**src/rtl/maquina_monitor.sv**
```systemverilog
// -----------------------------------------------------------------------------
// maquina_monitor
//
// Passive protocol checker for the coffee-machine FSM state bus. Each cycle it
// samples state_in and start, validates the prev->cur transition against the
// legal brewing sequence, enforces a dwell limit on non-IDLE states, counts
// completed brews and reservoir fills, and latches the first violation.
//
// Optional feature macro: MAQUINA_MONITOR_HIST_EN adds the 16-bit 'hist'
// output holding the last four sampled state codes (newest in [3:0]).
//
// Ports:
//   clk         clock
//   rst_n       asynchronous active-low reset
//   state_in    observed FSM state code (4 bits)
//   start       observed start request
//   busy        1 while the observed FSM was outside IDLE at the last sample
//   err         sticky error flag
//   err_code    cause of first error (0 none, 1 illegal code, 2 illegal edge,
//               3 dwell timeout, 4 start missing, 5 bad first state)
//   err_prev    state_in from the cycle before the first error
//   err_cur     state_in at the first error
//   brews_done  completed brews (9->1), saturating
//   fills_done  entries into ENCHER_RESERVATORIO (3->4), saturating
//   hist        (optional) last four sampled state codes
// -----------------------------------------------------------------------------
module maquina_monitor #(
    parameter int MAX_DWELL = 4,
    parameter int COUNT_W   = 8
) (
    input  logic               clk,
    input  logic               rst_n,
    input  logic [3:0]         state_in,
    input  logic               start,
    output logic               busy,
    output logic               err,
    output logic [2:0]         err_code,
    output logic [3:0]         err_prev,
    output logic [3:0]         err_cur,
    output logic [COUNT_W-1:0] brews_done,
    output logic [COUNT_W-1:0] fills_done
`ifdef MAQUINA_MONITOR_HIST_EN
    ,
    output logic [15:0]        hist
`endif
);

    typedef enum logic [1:0] {
        MON_FIRST = 2'd0,
        MON_TRACK = 2'd1,
        MON_ERROR = 2'd2
    } mon_t;

    localparam logic [3:0]         ST_IDLE = 4'd1;
    localparam logic [COUNT_W-1:0] CNT_ONE = {{(COUNT_W-1){1'b0}}, 1'b1};

    mon_t               r_mode;
    logic [3:0]         r_prev_state;
    logic               r_start_q;
    logic [3:0]         r_dwell;
    logic               r_busy;
    logic               r_err;
    logic [2:0]         r_err_code;
    logic [3:0]         r_err_prev;
    logic [3:0]         r_err_cur;
    logic [COUNT_W-1:0] r_brews;
    logic [COUNT_W-1:0] r_fills;
`ifdef MAQUINA_MONITOR_HIST_EN
    logic [15:0]        r_hist;
`endif

    logic       w_cur_legal;
    logic       w_repeat;
    logic       w_edge_ok;
    logic       w_dwell_to;
    logic [2:0] w_code;
    logic [3:0] w_dwell_next;

    assign w_cur_legal  = (state_in >= 4'd1) && (state_in <= 4'd9);
    assign w_repeat     = (state_in == r_prev_state) && (state_in != ST_IDLE);
    // The hold that would push dwell past MAX_DWELL is the offending one.
    assign w_dwell_to   = w_repeat && (r_dwell == 4'(MAX_DWELL));
    assign w_dwell_next = w_repeat ? (r_dwell + 4'd1) : 4'd0;

    // Edge shape only; the start qualification on 1->2 is checked separately
    // so it can report its own, higher-priority code.
    always_comb begin
        w_edge_ok = 1'b0;
        case (r_prev_state)
            4'd1:    w_edge_ok = (state_in == 4'd1) || (state_in == 4'd2);
            4'd2:    w_edge_ok = (state_in == 4'd3);
            4'd3:    w_edge_ok = (state_in == 4'd4) || (state_in == 4'd5);
            4'd4:    w_edge_ok = (state_in == 4'd5);
            4'd5:    w_edge_ok = (state_in == 4'd6);
            4'd6:    w_edge_ok = (state_in == 4'd7);
            4'd7:    w_edge_ok = (state_in == 4'd8);
            4'd8:    w_edge_ok = (state_in == 4'd9);
            4'd9:    w_edge_ok = (state_in == 4'd1);
            default: w_edge_ok = 1'b0;
        endcase
        if (w_repeat) begin
            w_edge_ok = 1'b1;
        end
    end

    // Error classification in priority order.
    always_comb begin
        w_code = 3'd0;
        if (!w_cur_legal) begin
            w_code = 3'd1;
        end else if (r_mode == MON_FIRST) begin
            w_code = (state_in != ST_IDLE) ? 3'd5 : 3'd0;
        end else if ((r_prev_state == 4'd1) && (state_in == 4'd2) && !r_start_q) begin
            w_code = 3'd4;
        end else if (!w_edge_ok) begin
            w_code = 3'd2;
        end else if (w_dwell_to) begin
            w_code = 3'd3;
        end
    end

    always_ff @(posedge clk or negedge rst_n) begin
        if (!rst_n) begin
            r_mode       <= MON_FIRST;
            r_prev_state <= 4'd0;
            r_start_q    <= 1'b0;
            r_dwell      <= 4'd0;
            r_busy       <= 1'b0;
            r_err        <= 1'b0;
            r_err_code   <= 3'd0;
            r_err_prev   <= 4'd0;
            r_err_cur    <= 4'd0;
            r_brews      <= '0;
            r_fills      <= '0;
`ifdef MAQUINA_MONITOR_HIST_EN
            r_hist       <= 16'd0;
`endif
        end else begin
            r_start_q    <= start;
            r_prev_state <= state_in;
            r_busy       <= (state_in != ST_IDLE);
            case (r_mode)
                MON_FIRST, MON_TRACK: begin
`ifdef MAQUINA_MONITOR_HIST_EN
                    r_hist <= {r_hist[11:0], state_in};
`endif
                    if (w_code != 3'd0) begin
                        r_err      <= 1'b1;
                        r_err_code <= w_code;
                        r_err_prev <= r_prev_state;
                        r_err_cur  <= state_in;
                        r_mode     <= MON_ERROR;
                    end else begin
                        r_mode  <= MON_TRACK;
                        r_dwell <= w_dwell_next;
                        if ((r_mode == MON_TRACK) && (r_prev_state == 4'd9) &&
                            (state_in == 4'd1) && (r_brews != '1)) begin
                            r_brews <= r_brews + CNT_ONE;
                        end
                        if ((r_mode == MON_TRACK) && (r_prev_state == 4'd3) &&
                            (state_in == 4'd4) && (r_fills != '1)) begin
                            r_fills <= r_fills + CNT_ONE;
                        end
                    end
                end
                default: begin
                    // Terminal until reset: error capture and counters frozen.
                    r_mode <= MON_ERROR;
                end
            endcase
        end
    end

    assign busy       = r_busy;
    assign err        = r_err;
    assign err_code   = r_err_code;
    assign err_prev   = r_err_prev;
    assign err_cur    = r_err_cur;
    assign brews_done = r_brews;
    assign fills_done = r_fills;
`ifdef MAQUINA_MONITOR_HIST_EN
    assign hist       = r_hist;
`endif

endmodule

```
**config.mk**
```make
export PLATFORM = sky130hd
export DESIGN_NAME = maquina_monitor
export DESIGN_NICKNAME = d
export VERILOG_FILES = /design/src/rtl/maquina_monitor.sv
export SDC_FILE = /design/constraint.sdc
export NUM_CORES = 1
export LEC_CHECK = 0
export BUFFER_PORTS_ARGS = -buffer_cell sky130_fd_sc_hd__clkbuf_2
export CAP_MARGIN = 20
export CORE_MARGIN = 1.5
export CORE_UTILIZATION = 50
export DETAILED_ROUTE_END_ITERATION = 7
export PLACE_DENSITY = 0.75
export SYNTH_ARGS = -nofsm -noshare
export SYNTH_HDL_FRONTEND = slang
export SYNTH_SLANG_ARGS = --single-unit
```
**constraint.sdc**
```tcl
create_clock -name clk -period 2.7 [get_ports clk]
set_clock_uncertainty 0.15 [all_clocks]
set_input_delay 0.675 -clock clk [delete_from_list [all_inputs] [get_ports clk]]
set_output_delay 0.675 -clock clk [all_outputs]
set_load 0.1 [all_outputs]
```
==> run_results.csv <==
group,metric,value,unit
clocking,cts_buffers,5,
drt,drcViolationCount,0,
global_route,grt-ovfl-total,0,
synthesis,synth_area_leader_cell,"dfrtp_1",
drt,wl_met1,1969,microns
clocking,cts.reportedPaths.clkPinSlew,0.08,ns
worst_setup_path,required,2.73,ns
timing,rsz0062_at_grt,"false",
floorplan,start_util,0.5183,
power,power,0.001388,W
worst_setup_path,crit_end,"r_dwell[3]",
worst_setup_path,rr_startpoint,"r_prev_state[1]",
worst_setup_path,r2r-end,"r_dwell[3]",
place,io_buffers,35,
drt,met2_length,2201,microns
timing,finalCritPeriodShare,0.9684,
final_layout,final_layout_size_suffix_gt1_frac,0.3745,
flow_run,max-cap-violations,0,
power,combPwrFrac,0.169,
synthesis,post-synth-top-count-cell,"dfrtp_1",
place,place.gp.congestion,0.9250,
worst_setup_path,startpoint,"r_prev_state[1]",
synthesis,ys_ff_latch,40,
synthesis,synth_commonest_cells,"dfrtp_1, nor2_1, nand2_1, xnor2_1, nand3_1",
synthesis,ys.flop_type,"dfrtp_1",
clocking,clkLatencyLatePin,0.30,ns
global_route,grt_pass1_wl,7445,microns
synthesis,netlist_area,2073,sq um
worst_setup_path,arrival,2.65,ns
drt,ant_nets,0,
clocking,cts_setup_buffers,0,
timing,setup_violations,0,
worst_setup_path,worstRegToRegCells,8,
global_route,grt_max_degree,27,
synthesis,ys_types,51,
power,power.internal,0.0009842,W
synthesis,synth_edf_count,0,
timing,finalMaxSlewViolations,0,
drt,wl,4467,microns
power,seqPwrFrac,0.476,
power,p_leak,1.258,nW
floorplan,die_w,67.40,microns
final_layout,nets,261,
worst_setup_path,start_kind,"flip-flop",
synthesis,synth.area.top_cells,"dfrtp_1, xnor2_1, mux2_4",
synthesis,ys_warn_count,0,
floorplan,coreArea,4000,sq um
worst_setup_path,rrSetupSlack,0.09,ns
timing,slew_headroom,0.5805,
global_route,grt.total_usage,0.2229,
final_layout,antenna_cells,0,
drt,dr_wl_met3,234,microns
floorplan,io_pins,36,
clocking,tritoncts,"built",
worst_setup_path,path_class,"flip-flop to flip-flop",
floorplan,rows,23,
drt,drt_iter0_drc,90,
timing,period_minus_slack,2.615,ns
worst_hold_path,hp-class,"input port to async pin",
global_route,grt_pass1_vias,1594,
power,ir_drop,0.0002570,V
timing,final_hold_viol_count,0,
clocking,clock_path_buffers,2,
drt,vias,1649,
timing,worstMarginPinSlew,0.6293,ns
final_layout,area_delta_synth_final,25.53,%
power,powerDensity,533.3,nW/um^2
worst_setup_path,end_kind,"flip-flop",
clocking,ctsHtreeMaxLevel,2,
drt,wl_per_cell,14.84,microns
synthesis,syn_inst,190,
drt,highest-signal-layer,"met4",
worst_setup_path,crit_fanout,9,
floorplan,chipHeight,67.40,microns
global_route,antenna_found_initial,0,
power,p_clk_frac,0.355,
power,swShare,0.2908,
place,dp_hpwl,3394,microns
timing,fmax,0.3825,GHz
power,p_sw,0.0004036,W
outcome,status,"completed",
drt,firstDrtPassIters,4,
clocking,cts-hold-fix-buffers,0,
synthesis,synth.top_cell.area_share,0.4828,
synthesis,seq_area_frac_synth,0.4828,
clocking,cts.repair.resized,0,
synthesis,synth_nets,201,
clocking,root_buffer,"clkbuf_8",
floorplan,die-area,4542,sq um
drt,viasPerCell,5.478,
final_layout,stdcell_area,2603,sq um
synthesis,synth.avg_cell_area,10.91,sq um
place,placed_area,2495,sq um
clocking,clock_sinks,40,
synthesis,async_flop_share,1.000,
-- worst max-delay path, cell delays in order (launching register included) --
cell and delay (ns):
dfrtp_1 0.51, or3b_4 0.48, or4b_4 0.58, nand3_2 0.10, buf_4 0.11, o32a_1 0.13, buf_4 0.13, o21ai_0 0.11
a22o_1 0.20
-- kinds of logic after synthesis --
family                   synth area share
AND/OR/NAND/NOR                    0.2191
flip-flops                         0.4828
AO/OA/AOI/OAI                      0.1002
XOR/XNOR                          0.07604
buffers and inverters             0.04526
multiplexers                      0.05250
adder cells (fa/ha/maj)           0.02414
-- cells in the final DEF, fill, tap and decap left out, types with 2 or more instances in the layout --
cell / Yosys / layout
a22o_1: 2 / 2
dfrtp_1: 40 / 40
nand2b_1: 8 / 8
o21ai_0: 6 / 5
or4b_4: 1 / 2
o2bb2ai_1: 2 / 2
a21o_1: 2 / 2
nand4_1: 7 / 7
a21oi_1: 4 / 4
clkbuf_2: 1 / 35
nor2_1: 13 / 13
nor4_1: 3 / 3
mux2_2: 3 / 3
clkbuf_8: 0 / 5
nand2_1: 12 / 12
nand3_1: 9 / 8
mux2_4: 5 / 5
ha_1: 4 / 4
inv_1: 7 / 7
xor2_1: 7 / 7
o22ai_1: 2 / 2
nand3_2: 1 / 2
buf_4: 2 / 27
nor4b_2: 0 / 2
nand4b_1: 3 / 3
xnor2_1: 11 / 11
-- per-layer routing --
| layer | vias to the layer above | GRT usage |
|---|---|---|
| li1 | 794 | - |
| met1 | 793 | 0.2846 |
| met2 | 54 | 0.3639 |
| met3 | 8 | 0.04500 |
| met4 | 0 | 0.1020 |
| met5 | - | 0 |
-- power groups by stage --
stage               clock (W)  combinational [W]  sequential (W)
floorplan                   0           0.000103        0.000735
global placement            0           0.000228        0.000671
detailed placement          0           0.000233        0.000671
global route         0.000528           0.000252        0.000664
CTS                  0.000498           0.000237        0.000660
finish               0.000493           0.000234        0.000660
-- worst min-delay path by stage --
stage | start | endpoint | slack (ns)
CTS | rst_n | brews_done[4] | 0.24
detailed placement | err_code[2] | err_code[2] | 0.33
global route | rst_n | fills_done[5] | 0.29
finish | rst_n | fills_done[5] | 0.22
floorplan | rst_n | brews_done[0] | 0.23
global placement | err | err | 0.31
-- sequential cells by signal (all words and copies together) (netlist names), 2 cells and up --
register and cells:
err_prev 4, r_prev_state 4, r_mode 2, err_cur 4, fills_done 8, err_code 3, brews_done 8, r_dwell 4
-- metrics by stage --
step / setup WS [ns] / util / TNS [ns] / std cells / hold slack [ns]
2_1_floorplan: 0.0003577 / - / 0 / 190 / 0.2294
3_3_place_gp: -0.1029 / 0.6237 / -0.5214 / 293 / 0.3102
3_5_place_dp: -0.1337 / 0.6237 / -0.8871 / 293 / 0.3315
4_1_cts: 0.1084 / 0.6506 / 0 / 301 / 0.2438
5_1_grt: 0.02615 / 0.6506 / 0 / 301 / 0.2853
6_report: 0.08540 / 0.6506 / 0 / 301 / 0.2239
-- layout make-up --
type,instances,area (sq um)
fill,329,1398
clock buffer,6,72.57
timing repair buffer,63,397.9
sequential,40,1001
inverter,7,26.28
clock inverter,2,35.03
tap,50,62.56
multi-input combinational,133,1007
(Power assumes the default switching activity.)
